$ cat src/rtl/iddmm_ctrl_if.sv
// Handshake and operand-RAM address bundle between iddmm_ctrl, the modexp FSM and the IDDMM datapath.
// master = sequencer side (iddmm_ctrl); slave = environment side (modexp FSM, datapath, RAMs).
interface iddmm_ctrl_if #(
  parameter int ADDR_W = 5
);
  logic              start;
  logic              busy;
  logic              done;
  logic              result_sel;
  logic              err;
  logic              fifo_clr;
  logic [ADDR_W-1:0] x_rd_addr;
  logic [ADDR_W-1:0] y_rd_addr;
  logic [ADDR_W-1:0] p_rd_addr;
  logic [ADDR_W:0]   a_rd_addr;
  logic [ADDR_W-1:0] i_cnt;
  logic [ADDR_W:0]   j_cnt;
  logic              cal_done;
  logic              cal_sign;

  modport master (
    input  start, cal_done, cal_sign,
    output busy, done, result_sel, err, fifo_clr,
           x_rd_addr, y_rd_addr, p_rd_addr, a_rd_addr, i_cnt, j_cnt
  );

  modport slave (
    output start, cal_done, cal_sign,
    input  busy, done, result_sel, err, fifo_clr,
           x_rd_addr, y_rd_addr, p_rd_addr, a_rd_addr, i_cnt, j_cnt
  );
endinterface

$ cat src/rtl/iddmm_ctrl.sv
// iddmm_ctrl: row (i) / word (j) sequencer for the IDDMM Montgomery datapath and its operand RAMs.
// Optional WAIT watchdog is built when IDDMM_CTRL_TIMEOUT_EN is defined; otherwise err is tied to 0.
module iddmm_ctrl #(
  parameter int N       = 32,
  parameter int ADDR_W  = $clog2(N),
  parameter int ROW_GAP = 2,
  parameter int RD_LAT  = 1,
  parameter int TIMEOUT = 4096
) (
  input  logic         clk,
  input  logic         rst_n,
  iddmm_ctrl_if.master bus
);

  localparam logic [ADDR_W-1:0] I_LAST   = ADDR_W'(N - 1);
  localparam logic [ADDR_W:0]   J_LAST   = (ADDR_W + 1)'(N);
  localparam int                GAP_W    = (ROW_GAP > 1) ? $clog2(ROW_GAP) : 1;
  localparam logic [GAP_W-1:0]  GAP_LAST = GAP_W'((ROW_GAP > 0) ? ROW_GAP - 1 : 0);

  typedef enum logic [2:0] {
    S_IDLE,
    S_RUN,
    S_GAP,
    S_WAIT,
    S_DONE
  } state_t;

  state_t            r_state, w_state_nx;
  logic [ADDR_W-1:0] r_i, w_i_nx;
  logic [ADDR_W:0]   r_j, w_j_nx;
  logic [GAP_W-1:0]  r_gap, w_gap_nx;
  logic              r_sel, w_sel_nx;
  logic              r_fifo_clr, w_fifo_clr_nx;
  logic [ADDR_W-1:0] w_j_word;
  logic [ADDR_W-1:0] w_i_dly;
  logic [ADDR_W:0]   w_j_dly;

`ifdef IDDMM_CTRL_TIMEOUT_EN
  localparam int WD_W = (TIMEOUT > 1) ? $clog2(TIMEOUT) : 1;

  logic [WD_W-1:0] r_wdog;
  logic            r_err, w_err_nx;
  logic            w_wdog_expired;

  // Watchdog restarts from 0 on every entry to WAIT.
  always_ff @(posedge clk or negedge rst_n) begin
    if (!rst_n) begin
      r_wdog <= '0;
      r_err  <= 1'b0;
    end else begin
      r_err <= w_err_nx;
      if (r_state == S_WAIT) r_wdog <= r_wdog + 1'b1;
      else                   r_wdog <= '0;
    end
  end

  assign w_wdog_expired = (r_state == S_WAIT) && (r_wdog == WD_W'(TIMEOUT - 1));
  assign bus.err        = r_err;
`else
  // TIMEOUT only matters when the watchdog is built.
  logic [31:0] w_unused_timeout;
  assign w_unused_timeout = 32'(TIMEOUT);
  assign bus.err          = 1'b0;
`endif

  // NOTE: sequential state uses non-blocking assignments so every register samples pre-edge values.
  always_ff @(posedge clk or negedge rst_n) begin
    if (!rst_n) begin
      r_state    <= S_IDLE;
      r_i        <= '0;
      r_j        <= '0;
      r_gap      <= '0;
      r_sel      <= 1'b0;
      r_fifo_clr <= 1'b0;
    end else begin
      r_state    <= w_state_nx;
      r_i        <= w_i_nx;
      r_j        <= w_j_nx;
      r_gap      <= w_gap_nx;
      r_sel      <= w_sel_nx;
      r_fifo_clr <= w_fifo_clr_nx;
    end
  end

  // NOTE: every combinational output gets a default first so no path leaves it unassigned (no latch).
  always_comb begin
    w_state_nx    = r_state;
    w_i_nx        = r_i;
    w_j_nx        = r_j;
    w_gap_nx      = r_gap;
    w_sel_nx      = r_sel;
    w_fifo_clr_nx = 1'b0;
`ifdef IDDMM_CTRL_TIMEOUT_EN
    w_err_nx      = r_err;
`endif

    case (r_state)
      S_IDLE: begin
        if (bus.start) begin
          w_state_nx    = S_RUN;
          w_i_nx        = '0;
          w_j_nx        = '0;
          w_gap_nx      = '0;
          w_sel_nx      = 1'b0;
          w_fifo_clr_nx = 1'b1;
`ifdef IDDMM_CTRL_TIMEOUT_EN
          w_err_nx      = 1'b0;
`endif
        end
      end

      S_RUN: begin
        if (r_j == J_LAST) begin
          w_j_nx = '0;
          if (r_i == I_LAST) begin
            w_state_nx = S_WAIT;
          end else if (ROW_GAP == 0) begin
            w_i_nx = r_i + 1'b1;
          end else begin
            w_state_nx = S_GAP;
            w_gap_nx   = '0;
          end
        end else begin
          w_j_nx = r_j + 1'b1;
        end
      end

      // j stays 0 here so the datapath can finish the q update for the next row.
      S_GAP: begin
        w_j_nx = '0;
        if (r_gap == GAP_LAST) begin
          w_state_nx = S_RUN;
          w_i_nx     = r_i + 1'b1;
          w_gap_nx   = '0;
        end else begin
          w_gap_nx = r_gap + 1'b1;
        end
      end

      S_WAIT: begin
        if (bus.cal_done) begin
          w_sel_nx   = bus.cal_sign;
          w_state_nx = S_DONE;
        end
`ifdef IDDMM_CTRL_TIMEOUT_EN
        else if (w_wdog_expired) begin
          w_err_nx   = 1'b1;
          w_state_nx = S_DONE;
        end
`endif
      end

      // Return to IDLE presenting address 0, as after reset.
      S_DONE: begin
        w_state_nx = S_IDLE;
        w_i_nx     = '0;
      end

      default: w_state_nx = S_IDLE;
    endcase
  end

  // Counter outputs follow the RAM read latency so they line up with read data.
  generate
    if (RD_LAT == 0) begin : g_no_lat
      assign w_i_dly = r_i;
      assign w_j_dly = r_j;
    end else begin : g_lat
      logic [ADDR_W-1:0] r_i_pipe [RD_LAT];
      logic [ADDR_W:0]   r_j_pipe [RD_LAT];

      // NOTE: this small delay line is reset, unlike a RAM, because its taps are outputs that must read 0 after reset.
      always_ff @(posedge clk or negedge rst_n) begin
        if (!rst_n) begin
          for (int k = 0; k < RD_LAT; k++) begin
            r_i_pipe[k] <= '0;
            r_j_pipe[k] <= '0;
          end
        end else begin
          r_i_pipe[0] <= r_i;
          r_j_pipe[0] <= r_j;
          for (int k = 1; k < RD_LAT; k++) begin
            r_i_pipe[k] <= r_i_pipe[k-1];
            r_j_pipe[k] <= r_j_pipe[k-1];
          end
        end
      end

      assign w_i_dly = r_i_pipe[RD_LAT-1];
      assign w_j_dly = r_j_pipe[RD_LAT-1];
    end
  endgenerate

  // y and p have only N words; the j = N beat reads word 0.
  assign w_j_word = (r_j == J_LAST) ? '0 : r_j[ADDR_W-1:0];

  assign bus.busy       = (r_state == S_RUN) || (r_state == S_GAP) || (r_state == S_WAIT);
  assign bus.done       = (r_state == S_DONE);
  assign bus.result_sel = r_sel;
  assign bus.fifo_clr   = r_fifo_clr;
  assign bus.x_rd_addr  = r_i;
  assign bus.y_rd_addr  = w_j_word;
  assign bus.p_rd_addr  = w_j_word;
  assign bus.a_rd_addr  = r_j;
  assign bus.i_cnt      = w_i_dly;
  assign bus.j_cnt      = w_j_dly;

endmodule

$ cat src/flat_wrapper.sv
// flat-port wrapper written by rule: the top's interface ports become plain ports
module iddmm_ctrl_flat 
#(
  parameter int N       = 32,
  parameter int ADDR_W  = $clog2(N),
  parameter int ROW_GAP = 2,
  parameter int RD_LAT  = 1,
  parameter int TIMEOUT = 4096
)
  (clk, rst_n, bus_start, bus_cal_done, bus_cal_sign, bus_busy, bus_done, bus_result_sel, bus_err, bus_fifo_clr, bus_x_rd_addr, bus_y_rd_addr, bus_p_rd_addr, bus_a_rd_addr, bus_i_cnt, bus_j_cnt);
  iddmm_ctrl_if #(.ADDR_W(ADDR_W)) bus_i ();
  input  logic clk;
  input  logic rst_n;
  input wire logic [$bits(bus_i.start)-1:0] bus_start;
  input wire logic [$bits(bus_i.cal_done)-1:0] bus_cal_done;
  input wire logic [$bits(bus_i.cal_sign)-1:0] bus_cal_sign;
  output wire logic [$bits(bus_i.busy)-1:0] bus_busy;
  output wire logic [$bits(bus_i.done)-1:0] bus_done;
  output wire logic [$bits(bus_i.result_sel)-1:0] bus_result_sel;
  output wire logic [$bits(bus_i.err)-1:0] bus_err;
  output wire logic [$bits(bus_i.fifo_clr)-1:0] bus_fifo_clr;
  output wire logic [$bits(bus_i.x_rd_addr)-1:0] bus_x_rd_addr;
  output wire logic [$bits(bus_i.y_rd_addr)-1:0] bus_y_rd_addr;
  output wire logic [$bits(bus_i.p_rd_addr)-1:0] bus_p_rd_addr;
  output wire logic [$bits(bus_i.a_rd_addr)-1:0] bus_a_rd_addr;
  output wire logic [$bits(bus_i.i_cnt)-1:0] bus_i_cnt;
  output wire logic [$bits(bus_i.j_cnt)-1:0] bus_j_cnt;
  assign bus_i.start = bus_start;
  assign bus_i.cal_done = bus_cal_done;
  assign bus_i.cal_sign = bus_cal_sign;
  assign bus_busy = bus_i.busy;
  assign bus_done = bus_i.done;
  assign bus_result_sel = bus_i.result_sel;
  assign bus_err = bus_i.err;
  assign bus_fifo_clr = bus_i.fifo_clr;
  assign bus_x_rd_addr = bus_i.x_rd_addr;
  assign bus_y_rd_addr = bus_i.y_rd_addr;
  assign bus_p_rd_addr = bus_i.p_rd_addr;
  assign bus_a_rd_addr = bus_i.a_rd_addr;
  assign bus_i_cnt = bus_i.i_cnt;
  assign bus_j_cnt = bus_i.j_cnt;
  iddmm_ctrl #(.N(N), .ADDR_W(ADDR_W), .ROW_GAP(ROW_GAP), .RD_LAT(RD_LAT), .TIMEOUT(TIMEOUT)) u_core (.clk(clk), .rst_n(rst_n), .bus(bus_i));
endmodule
$ cat config.mk
export PLATFORM = sky130hd
export DESIGN_NAME = iddmm_ctrl_flat
export DESIGN_NICKNAME = d
export VERILOG_FILES = /design/src/rtl/iddmm_ctrl_if.sv /design/src/rtl/iddmm_ctrl.sv /design/src/flat_wrapper.sv
export SDC_FILE = /design/constraint.sdc
export NUM_CORES = 1
export LEC_CHECK = 0
export CORE_ASPECT_RATIO = 1.2
export CORE_MARGIN = 1.5
export CORE_UTILIZATION = 40
export CTS_CLUSTER_DIAMETER = 200
export DETAILED_ROUTE_END_ITERATION = 8
export GPL_ROUTABILITY_DRIVEN = 0
export PLACE_DENSITY = 0.7
export SLEW_MARGIN = 10
export SYNTH_ARGS = -nofsm -noshare
export SYNTH_HDL_FRONTEND = slang
export SYNTH_SLANG_ARGS = --single-unit
$ cat constraint.sdc
create_clock -name clk -period 2.89 [get_ports clk]
set_input_delay 0.578 -clock clk [delete_from_list [all_inputs] [get_ports clk]]
set_output_delay 0.578 -clock clk [all_outputs]
set_load 0.05 [all_outputs]
---- Word-level counts from Yosys, hierarchy flattened ----
Index checks and enable logic that the tools add are counted.
word-level totals
  bits in registers ....................... 28
  latch bits .............................. 0
  memory bits (writable) .................. 0
  bits in read-only memories .............. 0
  bits of input ports ..................... 5
  output and inout port bits .............. 37
  memories ................................ 0
cells by class
  add/sub/neg operators ................... 3
  multiply operators ...................... 0
  divide/modulo/power cells ............... 0
  $lt $le $gt $ge ......................... 0
  equal/unequal tests ..................... 11
  shift operators ......................... 0
  muxes and demuxes ....................... 22
  bitwise operators ....................... 0
  reductions and logical operators ........ 11
operators with widths
  cell                 count
  $pmux 6 s3           1
  $mux 5               3
  $pmux 5 s3           1
  $mux 3               4
  $mux 6               2
  $pmux 3 s4           1
  $mux 1               8
  $reduce_and 4->1     2
  $add 6x1->6 const B  1
  $eq 3x2->1 const B   2
  $eq 6x6->1 const B   1
  $ne 2x2->1 const B   3
  $reduce_and 3->1     2
  $reduce_bool 3->1    2
  $add 5x1->5 const B  1
  $eq 5x5->1 const B   1
  $ne 2x1->1 const B   2
  $eq 3x1->1 const B   1
  $eq 3x3->1 const B   1
  $logic_not 3->1      1
  $pmux 1 s3           1
  $logic_or 1x1->1     2
  $pmux 1 s2           1
  $reduce_and 2->1     1
  2 further kinds      2

---- Logic depth before layout (Yosys ltp) ----
  word-level depth ........................ 4
  mapped depth ............................ 6
  mapped depth without buffers ............ 6

---- Worst setup path before layout ----
No wires, ideal clock.
  path type ............................... register to output
  from .................................... register u_core.r_j[0] (netlist: u_core.bus.a_rd_addr[0])
  to ...................................... output bus_y_rd_addr[0]
  arrival ................................. 2166 ps
  setup slack ............................. 146 ps
  cell stages (with the launch flop) ...... 7
  buffers on the path ..................... 1
  cells stage by stage .................... dfrtp_1 inv_1 ha_1 nand2b_1 nor3_1 nor2_1 buf_4
between the ends
  cells in the longest elaborated chain, start to end .. 2
RTL lines
  element                   RTL line            RTL
  start: declaration        iddmm_ctrl.sv:30    logic [ADDR_W:0] r_j, w_j_nx;
  start signal: assignment  iddmm_ctrl.sv:78    r_j <= w_j_nx;
  $eq 6x6->1                iddmm_ctrl.sv:195   assign w_j_word = (r_j == J_LAST) ? '0 : r_j[ADDR_W-1:0];
  $mux 5 *                  iddmm_ctrl.sv:195
  end: declaration          flat_wrapper.sv:23  output wire logic [$bits(bus_i.y_rd_addr)-1:0] bus_y_rd_addr;
Mark *: on every way between the ends. The rest lies on a longest branch, timed or not.

---- Worst setup path after layout ----
  from .................................... register u_core.r_state[2]
  to ...................................... output bus_done
between the ends
  cells in the longest elaborated chain, start to end .. 1
RTL lines
  element                   RTL line            RTL
  start: declaration        iddmm_ctrl.sv:28    state_t r_state, w_state_nx;
  start signal: assignment  iddmm_ctrl.sv:76    r_state <= w_state_nx;
  $eq 3x3->1                iddmm_ctrl.sv:198   assign bus.done = (r_state == S_DONE);
  end: declaration          flat_wrapper.sv:18  output wire logic [$bits(bus_i.done)-1:0] bus_done;
No other way between the ends.

==> impl_metrics.toml <==
[outcome]
status = "finished, final reports clean"

[yosys]
synth_top_area_share_pct = 54.8
syn_avg_cell_area_um2 = 10.1
yosys.cell_types.count = 32
synthesis.area_mm2 = 0.00128
synth_seq_cells = 28
ys_seq_area_share_pct = 54.8
ys_warn_count = 0
yosys.area.top_type = "dfrtp_1"
synth.most_common_cell = "dfrtp_1"
ys_top_cells_by_count = "28 x dfrtp_1, 16 x o21ai_0, 13 x nand2_1"
async_flop_share_pct = 100
synth_nets = 135
ys.flop_type = "dfrtp_1"
synthTopCellsByArea = "dfrtp_1 55%, o21ai_0 6.3%, ha_1 3.9%"
synthCells = 126
synth_edf_count = 0

[timing]
hold_violations = 0
fmax_ghz = 0.388
worstMarginPinSlew_ns = 0.707
finalSetupTns_ns = 0
maxSlewViolCount = 0
finClkSkew_ns = 0.0119
rsz0062_at_grt = "no"
period_minus_slack_ns = 2.58
post-route-period-util_pct = 89.2
slew_headroom_pct = 52.5
setup_viol = 0

[floorplan]
die_w_um = 54.6
die_h_um = 64.9
core_area_mm2 = 0.00306
rows = 22
io_pins = 42
start_util_pct = 41.8
die_area_mm2 = 0.00354

[global_routing]
grt-ovfl-total = 0
met1_usage_pct = 20.1
grt_usage_pct = 16.4
busiest_layer = "met2"
use_met3_pct = 2.30
first_global_vias = 1012
antenna_found_initial = 0
grt_max_degree = 29
met2_usage_pct = 28.4
grt_first_pass_wirelength_um = 4370

[drt]
drc = 0
drt_iter0_drc = 12
first_pass_iters = 4
finalWirelength_um = 2530
vias = 983
vias_per_cell = 5.07
wire_per_inst_um = 13.0
ant_nets = 0

[cts]
cts_tree = "built"
hold_buffers = 0
clk_pin_slew_ns = 0.15
cts_made_buffers = 3
cts_resized = 0
clock_latency_ns = 0.32
cts_root_buf = "clkbuf_4"
cts.sinks = 28
cts_setup_buffers = 0
cts_buffer_depth = 2
htreeDepth = 1

[layout]
diodes = 0
area_growth_pct = 34.0
drive_gt1_share_pct = 6.33
n_fill_cell = 276
fin_util_pct = 56.0
final_area_mm2 = 0.00171
fin_nets = 168
final_cells = 194

[min_path]
min_path_type = "reg2reg"

[place]
dp.cells = 190
place_area_mm2 = 0.00165
hpwl_um = 1860
port_buffers = 40

[worst_setup_path]
crit_chain = "inv_1, nor3_1, clkdlybuf4s50_1"
start_kind = "flop"
worst_setup_path_end_kind = "output pin"
cp_max_fo = 9
arrival_ns = 2.00
crit_required_ns = 2.31
slowest_stage = "clkdlybuf4s50_1"
critPathKind = "reg2out"
slowest_delay_ns = 0.83

[power_and_ir_drop]
power.density_mw_per_mm2 = 1030
ir_drop_mv = 0.586
p_leak_nw = 0.816
power_mw = 1.76

[flow_run]
max-cap-violations = 0
[state kept, by name (all words and copies together), names as in the netlist]
signal                 count
u_core.bus.a_rd_addr       6
u_core.bus.fifo_clr        1
u_core.bus.i_cnt           5
u_core.bus.j_cnt           6
u_core.bus.result_sel      1
u_core.bus.x_rd_addr       5
u_core.r_gap               1
u_core.r_state             3
[layout make-up]
| class | instances | area, um^2 | share of cell area [%] |
|---|---|---|---|
| sequential | 28 | 701 | 40.9 |
| multi-input combinational | 79 | 473 | 27.6 |
| timing repair buffer | 41 | 418 | 24.4 |
| tap | 36 | 45.0 | 2.63 |
| clock inverter | 1 | 30.0 | 1.75 |
| clock buffer | 3 | 22.5 | 1.32 |
| inverter | 6 | 22.5 | 1.32 |
[metrics by stage]
stage	hold WS [ns]	setup WS, ns
CTS	0.453	0.0609
finish	0.451	0.312
global route	0.471	0.178
floorplan	0.282	0.146
detailed placement	0.423	0.453
global placement	0.422	0.574
[cells in the final DEF (no fill, tap or decap), types with 2 or more instances in the layout]
master and instances:
a31oi_1 2, and3_1 4, clkbuf_4 3, clkdlybuf4s50_1 36
dfrtp_1 28, dlymetal6s2s_1 4, ha_1 4, inv_1 6
nand2_1 13, nand2b_1 3, nand3_1 4, nor2_1 10
nor3_1 5, o21ai_0 16, or3_1 2
[power by group]
part           internal [mW]  switching, mW
Combinational          0.304          0.610
Sequential             0.475          0.115
Clock                  0.140          0.112
[logic make-up after synthesis]
family                     after synthesis  synth area share (%)
adders and majority gates                4                  3.92
AOI/OAI and AO/OA                       25                  12.5
DFF                                     28                  54.8
buffers and inverters                   19                  8.13
and+or+nand+nor                         48                  19.6
xor gates and xnor gates                 1                 0.686
other                                    1                 0.294
[path summary, 6_finish.rpt]
kind,from,endpoint,slack [ns],cells after the start
hold / removal,u_core.bus.x_rd_addr[3]$_DFFE_PN0P_,u_core.bus.i_cnt[3]$_DFF_PN0_,0.45,0
setup reg to reg,u_core.r_state[1]$_DFFE_PN0P_,u_core.bus.x_rd_addr[3]$_DFFE_PN0P_,1.17,4
max in group asynchronous,rst_n,u_core.bus.x_rd_addr[3]$_DFFE_PN0P_,2.02,2
setup / recovery,u_core.r_state[2]$_DFFE_PN0P_,bus_done,0.31,3
hold reg to reg,u_core.bus.x_rd_addr[3]$_DFFE_PN0P_,u_core.bus.i_cnt[3]$_DFF_PN0_,0.45,0
min in group asynchronous,rst_n,u_core.bus.a_rd_addr[2]$_DFFE_PN0P_,0.61,2
[routing by layer]
metal  wire, um  vias up
li1           -      479
met5          0        -
met4         27        0
met1       1030      464
met3        116        4
met2       1350       36
[critical path: cells and delay by family, from the launching register on]
kind	cells	cell delay (ns)
AND/OR/NAND/NOR	1	0.16
flip-flops	1	0.56
buffers and inverters	2	0.97
(Power assumes the default switching activity.)
